**config.mk**
```make
export PLATFORM = sky130hd
export DESIGN_NAME = axi_phase_diff
export DESIGN_NICKNAME = d
export VERILOG_FILES = /design/src/rtl/axi_phase_diff.sv
export SDC_FILE = /design/constraint.sdc
export NUM_CORES = 1
export LEC_CHECK = 0
export BUFFER_PORTS_ARGS = -buffer_cell sky130_fd_sc_hd__buf_2
export CAP_MARGIN = 10
export CORE_ASPECT_RATIO = 1.25
export CORE_MARGIN = 3
export CORE_UTILIZATION = 50
export CTS_CLUSTER_SIZE = 40
export DETAILED_ROUTE_END_ITERATION = 16
export PLACE_DENSITY = 0.81
export SLEW_MARGIN = 20
export SYNTH_ARGS = -nofsm -noshare
export SYNTH_HDL_FRONTEND = slang
export SYNTH_SLANG_ARGS = --single-unit
```
**constraint.sdc**
```tcl
create_clock -name aclk -period 2.9 [get_ports aclk]
set_input_delay 0.29 -clock aclk [delete_from_list [all_inputs] [get_ports aclk]]
set_output_delay 0.29 -clock aclk [all_outputs]
set_load 0.005 [all_outputs]
```
**src/rtl/axi_phase_diff.sv**
```systemverilog
// Phase differentiator for the FM/PM demod chain.
// Takes {mag, phase} beats and emits {mag, dphase}. dphase is the modulo-2^WIDTH
// difference between consecutive phase samples. A magnitude squelch forces
// dphase to zero, and a saturating counter records how many beats were squelched.
//
// state | meaning
// ------+--------------------------------------------------------------
// FIRST | no phase history yet; the next accepted beat emits dphase = 0
// RUN   | prev_phase is valid; dphase = phase - prev_phase
module axi_phase_diff #(
  parameter int WIDTH         = 16,
  parameter int RESET_ON_LAST = 1,
  parameter int CNT_WIDTH     = 32
) (
  input  logic                   aclk,
  input  logic                   aresetn,
  input  logic [2*WIDTH-1:0]     i_tdata,
  input  logic                   i_tlast,
  input  logic                   i_tvalid,
  output logic                   i_tready,
  output logic [2*WIDTH-1:0]     o_tdata,
  output logic                   o_tlast,
  output logic                   o_tvalid,
  input  logic                   o_tready,
  input  logic [WIDTH-1:0]       squelch_thresh,
  output logic [CNT_WIDTH-1:0]   squelch_cnt,
  input  logic                   cnt_clear
);

  localparam bit CLEAR_ON_LAST = (RESET_ON_LAST != 0);

  typedef enum logic {
    FIRST = 1'b0,
    RUN   = 1'b1
  } state_t;

  state_t             state_q;
  state_t             state_d;
  logic [WIDTH-1:0]   prev_phase;
  logic [WIDTH-1:0]   in_mag;
  logic [WIDTH-1:0]   in_phase;
  logic [WIDTH:0]     diff_full;
  logic [WIDTH-1:0]   dphase;
  logic               xfer;
  logic               squelched;
  logic               cnt_full;

  assign in_mag    = i_tdata[2*WIDTH-1:WIDTH];
  assign in_phase  = i_tdata[WIDTH-1:0];

  // The output register can take a new beat if it is empty or is being drained.
  assign i_tready  = ~o_tvalid | o_tready;
  assign xfer      = i_tvalid & i_tready;

  // One extra bit on the subtraction; dropping it gives the natural +pi/-pi wrap.
  assign diff_full = {1'b0, in_phase} - {1'b0, prev_phase};

  assign squelched = (squelch_thresh != '0) && (in_mag < squelch_thresh);
  assign cnt_full  = &squelch_cnt;

  // Next-state and dphase selection; squelch only masks the output value.
  always_comb begin
    state_d = state_q;
    dphase  = '0;
    case (state_q)
      FIRST: begin
        dphase = '0;
        if (xfer) begin
          if (i_tlast && CLEAR_ON_LAST) state_d = FIRST;
          else                          state_d = RUN;
        end
      end
      RUN: begin
        dphase = diff_full[WIDTH-1:0];
        if (xfer && i_tlast && CLEAR_ON_LAST) state_d = FIRST;
      end
      default: begin
        state_d = FIRST;
        dphase  = '0;
      end
    endcase
    if (squelched) dphase = '0;
  end

  // State register and phase history; both advance only on an accepted beat.
  always_ff @(posedge aclk or negedge aresetn) begin
    if (!aresetn) begin
      state_q    <= FIRST;
      prev_phase <= '0;
    end else if (xfer) begin
      state_q    <= state_d;
      prev_phase <= in_phase;
    end
  end

  // Single output register stage; holds its contents while stalled downstream.
  always_ff @(posedge aclk or negedge aresetn) begin
    if (!aresetn) begin
      o_tvalid <= 1'b0;
      o_tdata  <= '0;
      o_tlast  <= 1'b0;
    end else if (xfer) begin
      o_tvalid <= 1'b1;
      o_tdata  <= {in_mag, dphase};
      o_tlast  <= i_tlast;
    end else if (o_tready) begin
      o_tvalid <= 1'b0;
    end
  end

  // Saturating squelch counter; a clear wins over a same-cycle increment.
  always_ff @(posedge aclk or negedge aresetn) begin
    if (!aresetn) begin
      squelch_cnt <= '0;
    end else if (cnt_clear) begin
      squelch_cnt <= '0;
    end else if (xfer && squelched && !cnt_full) begin
      squelch_cnt <= squelch_cnt + 1'b1;
    end
  end

endmodule
```
Word level (Yosys, flattened, before mapping) --
Cells that the tools add are included.
Word-level totals: output and inout bits 67, bits of input ports 54, logic and storage cells 31, register bits after elaboration 83
Operators by class: multiplexer cells 9, bitwise operators 4, reduce and logical (&&, ||, !) cells 9, $lt $le $gt $ge 1, add/subtract/negate cells 2
Operators with widths (count):
- 32-bit 2-to-1 mux | 2
- 32-bit by 1-bit adder with 32-bit output (second input constant) | 1
- 16-bit one-hot mux with 2 select lines | 1
- 32-bit AND reduction | 1
- 16-bit less-than comparator | 1
- 16-bit 2-to-1 mux | 1
- 16-bit nonzero test | 1
- 16-bit subtractor | 1
- 1-bit logical AND | 4
- 1-bit 2-to-1 mux | 4
- 2-bit nonzero test | 2
- 1-bit NOT | 2
- 1-bit one-hot mux with 2 select lines | 1
- 1-bit bitwise AND | 1
- 1-bit zero test | 1
- 1-bit bitwise OR | 1

Longest topological paths before layout --
Gate-level depths: netlist of the first run.
depth in word-level cells 7, mapped depth 11

Least setup slack after synthesis of the first run --
Ideal clock, no wire load.
path type input to register, start input squelch_thresh[2], end register squelch_cnt[16], arrival time 2.425 ns, stages 11, path slack 0.350 ns, path buffers 2, path through inv_1 ha_1 a211o_1 a31oi_1 o21ai_1 a211o_4 or2_1 buf_6 buf_6 nor4_2 mux2_4
On the way: longest elaborated chain between the ends 5
Ends and longest elaborated chain:
- from (decl) | line 25 | input logic [WIDTH-1:0] squelch_thresh,
- 16-bit less-than comparator / 16-bit nonzero test (equally long branches) | line 58 | assign squelched = (squelch_thresh != '0) && (in_mag < squelch_thresh);
- 1-bit logical AND (*) | line 58
- 1-bit logical AND (*) (2 in series) | line 117 | end else if (xfer && squelched && !cnt_full) begin
- 2-bit nonzero test (no line) (*)
- to (signal assigned) | line 118 | squelch_cnt <= squelch_cnt + 1'b1;
- to (decl) | line 26 | output logic [CNT_WIDTH-1:0] squelch_cnt,
Every way passes the cells marked *; elsewhere a longest branch is shown, timed or not. A chain may end at the register's enable or synchronous reset.

Worst setup path in the final report of the first run --
start register squelch_cnt[14], end register squelch_cnt[26]
On the way: longest elaborated chain between the ends 4
Ends and longest elaborated chain:
- branches (longest 4 deep; another with 32-bit by 1-bit adder with 32-bit output)
Parallel ways; which one is timed is not known. The select of a mux whose other input is x is not followed.

==> results of run 1 <==
==> state kept, by name, indices dropped and copies added (netlist names) <==
register / flops
o_tdata: 32
o_tlast: 1
o_tvalid: 1
prev_phase: 16
squelch_cnt: 32
state_q: 1
==> routing by layer <==
metal	track usage, %	vias to the layer above	part of all wire (%)
met5	0	-	0
met4	8.77	0	2.4
met3	4.48	25	5.1
met2	39.8	116	52
met1	27.1	2064	40
li1	-	2083	-
==> cell families (layout without fill, tap and decap cells) <==
group / after synthesis / count (layout) / synth area share (%)
simple gates: 223 / 223 / 23.3
compound gates: 110 / 110 / 15.1
flops: 83 / 83 / 42.9
buf+inv: 54 / 176 / 4.53
fa+ha+maj: 32 / 32 / 8.43
xor+xnor: 14 / 14 / 2.53
mux: 13 / 13 / 3.18
other cells: 0 / 1 / 0
==> cells in the final DEF, fill, tap and decap left out, types with 3 or more instances in the layout <==
| master | count |
|---|---|
| a211oi_1 | 3 |
| a21o_1 | 7 |
| a21oi_1 | 19 |
| a22o_1 | 3 |
| and2_1 | 3 |
| and3_1 | 4 |
| and4_1 | 4 |
| buf_2 | 119 |
| buf_4 | 6 |
| clkbuf_16 | 9 |
| clkinv_2 | 3 |
| dfrtp_1 | 83 |
| ha_1 | 31 |
| inv_1 | 35 |
| mux2_2 | 10 |
| nand2_1 | 97 |
| nand2b_1 | 6 |
| nand3_1 | 18 |
| nand4_1 | 7 |
| nor2_1 | 35 |
| nor2b_1 | 13 |
| nor3_1 | 4 |
| nor4_1 | 5 |
| o211ai_1 | 3 |
| o21a_1 | 5 |
| o21ai_0 | 39 |
| o31a_1 | 3 |
| o31ai_1 | 7 |
| or3_1 | 10 |
| or4_1 | 4 |
| xnor2_1 | 10 |
| xor2_1 | 4 |
==> through the flow <==
| step | utilization (%) | cell area, sq um | power [mW] | instances | hold WS, ns |
|---|---|---|---|---|---|
| final | 62.8 | 5820 | 2.97 | 775 | -0.0128 |
| after global routing | 62.7 | 5820 | 3.15 | 774 | 0.0443 |
| after CTS | 62.7 | 5810 | 3.00 | 774 | 0.162 |
| after detailed placement | 59.9 | 5550 | 1.97 | 759 | 0.461 |
| after global placement | 59.9 | 5550 | 1.95 | 759 | 0.454 |
| after floorplan | - | 4840 | 1.73 | 529 | -0.00559 |
==> worst paths after layout <==
path / from / endpoint / slack, ns / cells after the start
worst max-delay path: squelch_cnt[14]$_DFFE_PN0P_ / squelch_cnt[26]$_DFFE_PN0P_ / 0.31 / 8
worst min-delay path: aresetn / o_tdata[26]$_DFFE_PN0P_ / -0.01 / 1
worst max register to register: squelch_cnt[14]$_DFFE_PN0P_ / squelch_cnt[26]$_DFFE_PN0P_ / 0.31 / 8
worst min register to register: o_tdata[17]$_DFFE_PN0P_ / o_tdata[17]$_DFFE_PN0P_ / 0.47 / 2
max in group asynchronous: aresetn / prev_phase[2]$_DFFE_PN0P_ / 2.39 / 1
min in group aclk: i_tvalid / o_tvalid$_DFFE_PN0P_ / 0.17 / 2
==> worst max-delay path, cell delays in order, from the launching register on <==
cell	delay, ns
dfrtp_1	0.49
and4_1	0.30
and2_2	0.19
nand3_1	0.13
nor4_4	0.55
or2_1	0.17
buf_4	0.25
nor3_2	0.08
mux2_4	0.30
==> power by group <==
group | switching, mW | internal (mW)
Sequential | 0.0555 | 1.26
Clock | 0.417 | 0.594
Combinational | 0.367 | 0.280
==> area by class of cell <==
class | count | area (sq um)
sequential | 83 | 2080
timing repair buffer | 126 | 652
tap | 123 | 154
clock buffer | 12 | 246
fill | 809 | 3450
inverter | 35 | 131
clock inverter | 3 | 15.0
antenna | 1 | 2.50
multi-input combinational | 392 | 2540
==> results.json, run 1 <==
{
  "finalClockSkew_ns": 0.00592,
  "max_freq_ghz": 0.386,
  "start_kind": "flop",
  "vias": 4288,
  "worst_slack_ns": 0.308,
  "p_leak_nw": 2.99,
  "slew_viol_final": 0,
  "grt_usage_pct": 22.6,
  "max_cap_violations": 0,
  "synth_area_leader_cell": "dfrtp_1",
  "dp_slack_ns": 0.0801,
  "slew_headroom_pct": 48.1,
  "ys_async_sr_fraction_pct": 100,
  "synthTopCellsByArea": "dfrtp_1 (43%), ha_1 (8.0%), nand2_1 (7.5%), o21ai_0 (4.0%), inv_1 (2.7%)",
  "start_util_pct": 52.2,
  "syn_to_final_growth_pct": 20.3,
  "cts_tree": "done",
  "postCtsSetupRepairBufs": 0,
  "wl_mm": 11.7,
  "hold_ws_ns": -0.0128,
  "worstSetupPathType": "flop to flop",
  "cts.repair.resized": 0,
  "synth_cell_types": 60,
  "period_needed_ns": 2.59,
  "hold_viol_final": 5,
  "ys_ff_latch": 83,
  "endpoint_kind": "flop",
  "dieArea_sq_um": 10900,
  "synth_nets": 615,
  "yosysSeqAreaShare_pct": 42.9,
  "synth-main-ff-cell": "dfrtp_1",
  "rsz0062_at_grt": "false",
  "clock_latency_ns": 0.33,
  "ys_warn_count": 0,
  "ir_drop_v": 0.000341,
  "finalNetCount": 733,
  "drt-initial-drc-count": 143,
  "cts_hold_buf": 0,
  "syn_area_sq_um": 4840,
  "core_area_sq_um": 9270,
  "drc_errors": 0,
  "synthTopCellsByCount": "nand2_1 (97), dfrtp_1 (83), o21ai_0 (39)",
  "synth_edf_count": 0,
  "power_density_nw_per_um2": 511,
  "overflow": 0,
  "firstDrtPassIters": 4,
  "synth.avg_cell_area_sq_um": 9.14,
  "yosysMostFrequentCell": "nand2_1",
  "cts.clk_slew.worst_paths_ns": 0.06,
  "cp.required_ns": 3.12,
  "clockBufferDepth": 2,
  "violations": "hold timing",
  "grt_pass1_wl_mm": 19.6,
  "ant_nets": 0,
  "hold_class": "input port to async pin",
  "setup_viol": 0,
  "portBuffers": 120,
  "via_per_inst": 5.53,
  "fin_crit_sh_pct": 89.4,
  "htree_num_levels": 3,
  "setup_tns_ns": 0,
  "tightest_slew_ns": 0.779,
  "root_buffer": "clkbuf_16",
  "grt_antenna_before_repair": 0,
  "num_rows": 39,
  "die_h_microns": 116,
  "io_pins": 121,
  "synth_cells": 529,
  "wl_per_cell_microns": 15.1,
  "drive_gt1_share_pct": 25.8,
  "synth.top_cell.area_share_pct": 42.9,
  "grt_pass1_vias": 4287,
  "crit_fanout": 25,
  "place.gp.congestion": 0.902,
  "grt_start_max_net_pins": 84,
  "die_w_microns": 94.0,
  "numCtsBuffers": 9,
  "status": "finished with violations",
  "clock_sinks": 83,
  "place_hpwl_mm": 8.81,
  "worstPathArrival_ns": 2.81
}
Power figures use the tool's default switching activity.
==> inputs of run 2 (changes only) <==
--- a/config.mk
+++ b/config.mk
@@ -11,6 +11,6 @@
 export CORE_MARGIN = 3
-export CORE_UTILIZATION = 50
+export CORE_UTILIZATION = 40
 export CTS_CLUSTER_SIZE = 40
 export DETAILED_ROUTE_END_ITERATION = 16
-export PLACE_DENSITY = 0.81
+export PLACE_DENSITY = 0.68
 export SLEW_MARGIN = 20
==> constraint.sdc (replaced) <==
create_clock -name aclk -period 2.9 [get_ports aclk]
set_input_delay 0.435 -clock aclk [delete_from_list [all_inputs] [get_ports aclk]]
set_output_delay 0.435 -clock aclk [all_outputs]
set_load 0.005 [all_outputs]
==> results.json, run 2 (same netlist as run 1, synthesis figures left out) <==
{
  "placedCellCount": 804,
  "drt-initial-drc-count": 147,
  "slew_viol_final": 0,
  "core_area_sq_um": 11700,
  "dp_slack_ns": -0.0465,
  "worstPathArrival_ns": 2.85,
  "p_int_mw": 2.14,
  "worstSetupPathType": "input port to flop",
  "start_util_pct": 41.3,
  "crit_fanout": 10,
  "max_cap_violations": 0,
  "via_per_inst": 5.26,
  "clock_latency_ns": 0.33,
  "clock_sinks": 83,
  "final_cell_count_no_fill": 817,
  "place_hpwl_mm": 9.18,
  "pwr-share-clk_pct": 33.8,
  "tightest_slew_ns": 0.809,
  "place.gp.congestion": 0.879,
  "status": "completed",
  "grt_pass1_wl_mm": 19.7,
  "cts.clk_slew.worst_paths_ns": 0.05,
  "r2r-start": "squelch_cnt[14]$_DFFE_PN0P_",
  "worst_slack_ns": 0.291,
  "setup_viol": 0,
  "power_density_nw_per_um2": 502,
  "period_needed_ns": 2.61,
  "grt_pass1_vias": 4113,
  "endpoint_kind": "flop",
  "p_sw_share_pct": 28.0,
  "numCtsBuffers": 9,
  "num_rows": 44,
  "crit_path_start": "i_tdata[18]",
  "slew_headroom_pct": 46.1,
  "overflow": 0,
  "die_h_microns": 129,
  "antennaDiodeCount": 0,
  "max_freq_ghz": 0.383,
  "finalNetCount": 740,
  "grt_usage_pct": 17.9,
  "final_cell_mix": "buf_2 (119), nand2_1 (97), dfrtp_1 (83)",
  "reg.largest.list": "o_tdata (32), squelch_cnt (32), prev_phase (16)",
  "final_common_cell": "buf_2",
  "start_kind": "input port",
  "die_w_microns": 104,
  "wl_per_cell_microns": 14.6,
  "firstDrtPassIters": 4,
  "syn_to_final_growth_pct": 22.3,
  "combPwrFrac_pct": 22.0,
  "drc_errors": 0,
  "cp.required_ns": 3.14,
  "io_pins": 121,
  "cts.repair.resized": 0,
  "p_seq_share_pct": 44.2,
  "postCtsSetupRepairBufs": 0,
  "hold_class": "input port to async pin",
  "vias": 4295,
  "root_buffer": "clkbuf_16",
  "ant_nets": 0,
  "clockBufferDepth": 2,
  "fin_crit_sh_pct": 90.0,
  "cts_tree": "done",
  "htree_num_levels": 3,
  "p_leak_nw": 3.02,
  "hold_viol_final": 0,
  "slowest_stage": "or4_1",
  "grt_antenna_before_repair": 1,
  "finalClockSkew_ns": 0.00729,
  "cp_num_buf_inv": 2,
  "cp_top_family": "compound AO/OA/AOI/OAI gates",
  "fin_util_pct": 50.4,
  "dieArea_sq_um": 13500,
  "rsz0062_at_grt": "false",
  "ir_drop_v": 0.000234,
  "path_cells": "buf_2, ha_1, a211o_1, a31oi_1, o21ai_1, a211o_4, or2_1, buf_4, or4_1, a21oi_1",
  "portBuffers": 120,
  "cp_slowest_stage_delay_ns": 0.46,
  "p_switching_uw": 830,
  "drive_gt1_share_pct": 26.2,
  "cts_hold_buf": 0,
  "wl_mm": 12.0,
  "grt_start_max_net_pins": 48
}
==> run 2: cell count changes in the layout (fill, tap and decap cells not counted) <==
cell / change
buf_4: +7
buf_6: -1
diode_2: -1
buf_12: +1
clkbuf_1: +1
clkinv_2: -3
==> run 2: stage by stage <==
stage	power, mW	cell area [sq um]	hold slack, ns	TNS (ns)
floorplan	1.73	4840	0.139	0
global placement	1.97	5660	0.457	0
detailed placement	1.99	5660	0.462	-0.0885
CTS	3.01	5910	0.125	0
global route	3.15	5910	0.140	0
finish	2.97	5910	0.0983	0
==> run 2: final cells by class <==
class | instances | area, sq um
Clock buffer | 13 | 250
Fill cell | 1110 | 5810
Inverter | 35 | 131
Multi-Input combinational cell | 392 | 2540
Sequential cell | 83 | 2080
Tap cell | 161 | 201
Timing Repair Buffer | 133 | 713
==> run 2: power groups by stage <==
| stage | Clock (mW) | Sequential (mW) | Combinational (mW) |
|---|---|---|---|
| 2_1_floorplan | 0 | 1.33 | 0.399 |
| 3_3_place_gp | 0 | 1.33 | 0.641 |
| 3_5_place_dp | 0 | 1.33 | 0.658 |
| 4_1_cts | 1.03 | 1.31 | 0.662 |
| 5_1_grt | 1.09 | 1.32 | 0.743 |
| 6_report | 1.00 | 1.31 | 0.653 |
==> run 2: metal layers <==
| layer | track usage [%] | share of wire [%] | vias to the layer above |
|---|---|---|---|
| met1 | 21.7 | 41 | 2051 |
| li1 | - | - | 2099 |
| met3 | 3.16 | 5.3 | 18 |
| met5 | 0 | 0.12 | - |
| met2 | 32.1 | 52 | 125 |
| met4 | 6.57 | 1.6 | 2 |
==> run 2: final timing paths <==
kind	end	slack, ns	cells past startpoint
min reg2reg	o_tdata[31]$_DFFE_PN0P_	0.47	2
min in group aclk	o_tdata[16]$_DFFE_PN0P_	0.32	3
max in group asynchronous	o_tdata[10]$_DFFE_PN0P_	2.08	2
max reg2reg	squelch_cnt[16]$_DFFE_PN0P_	0.39	8
min	o_tdata[25]$_DFFE_PN0P_	0.1	1
max	squelch_cnt[8]$_DFFE_PN0P_	0.29	10
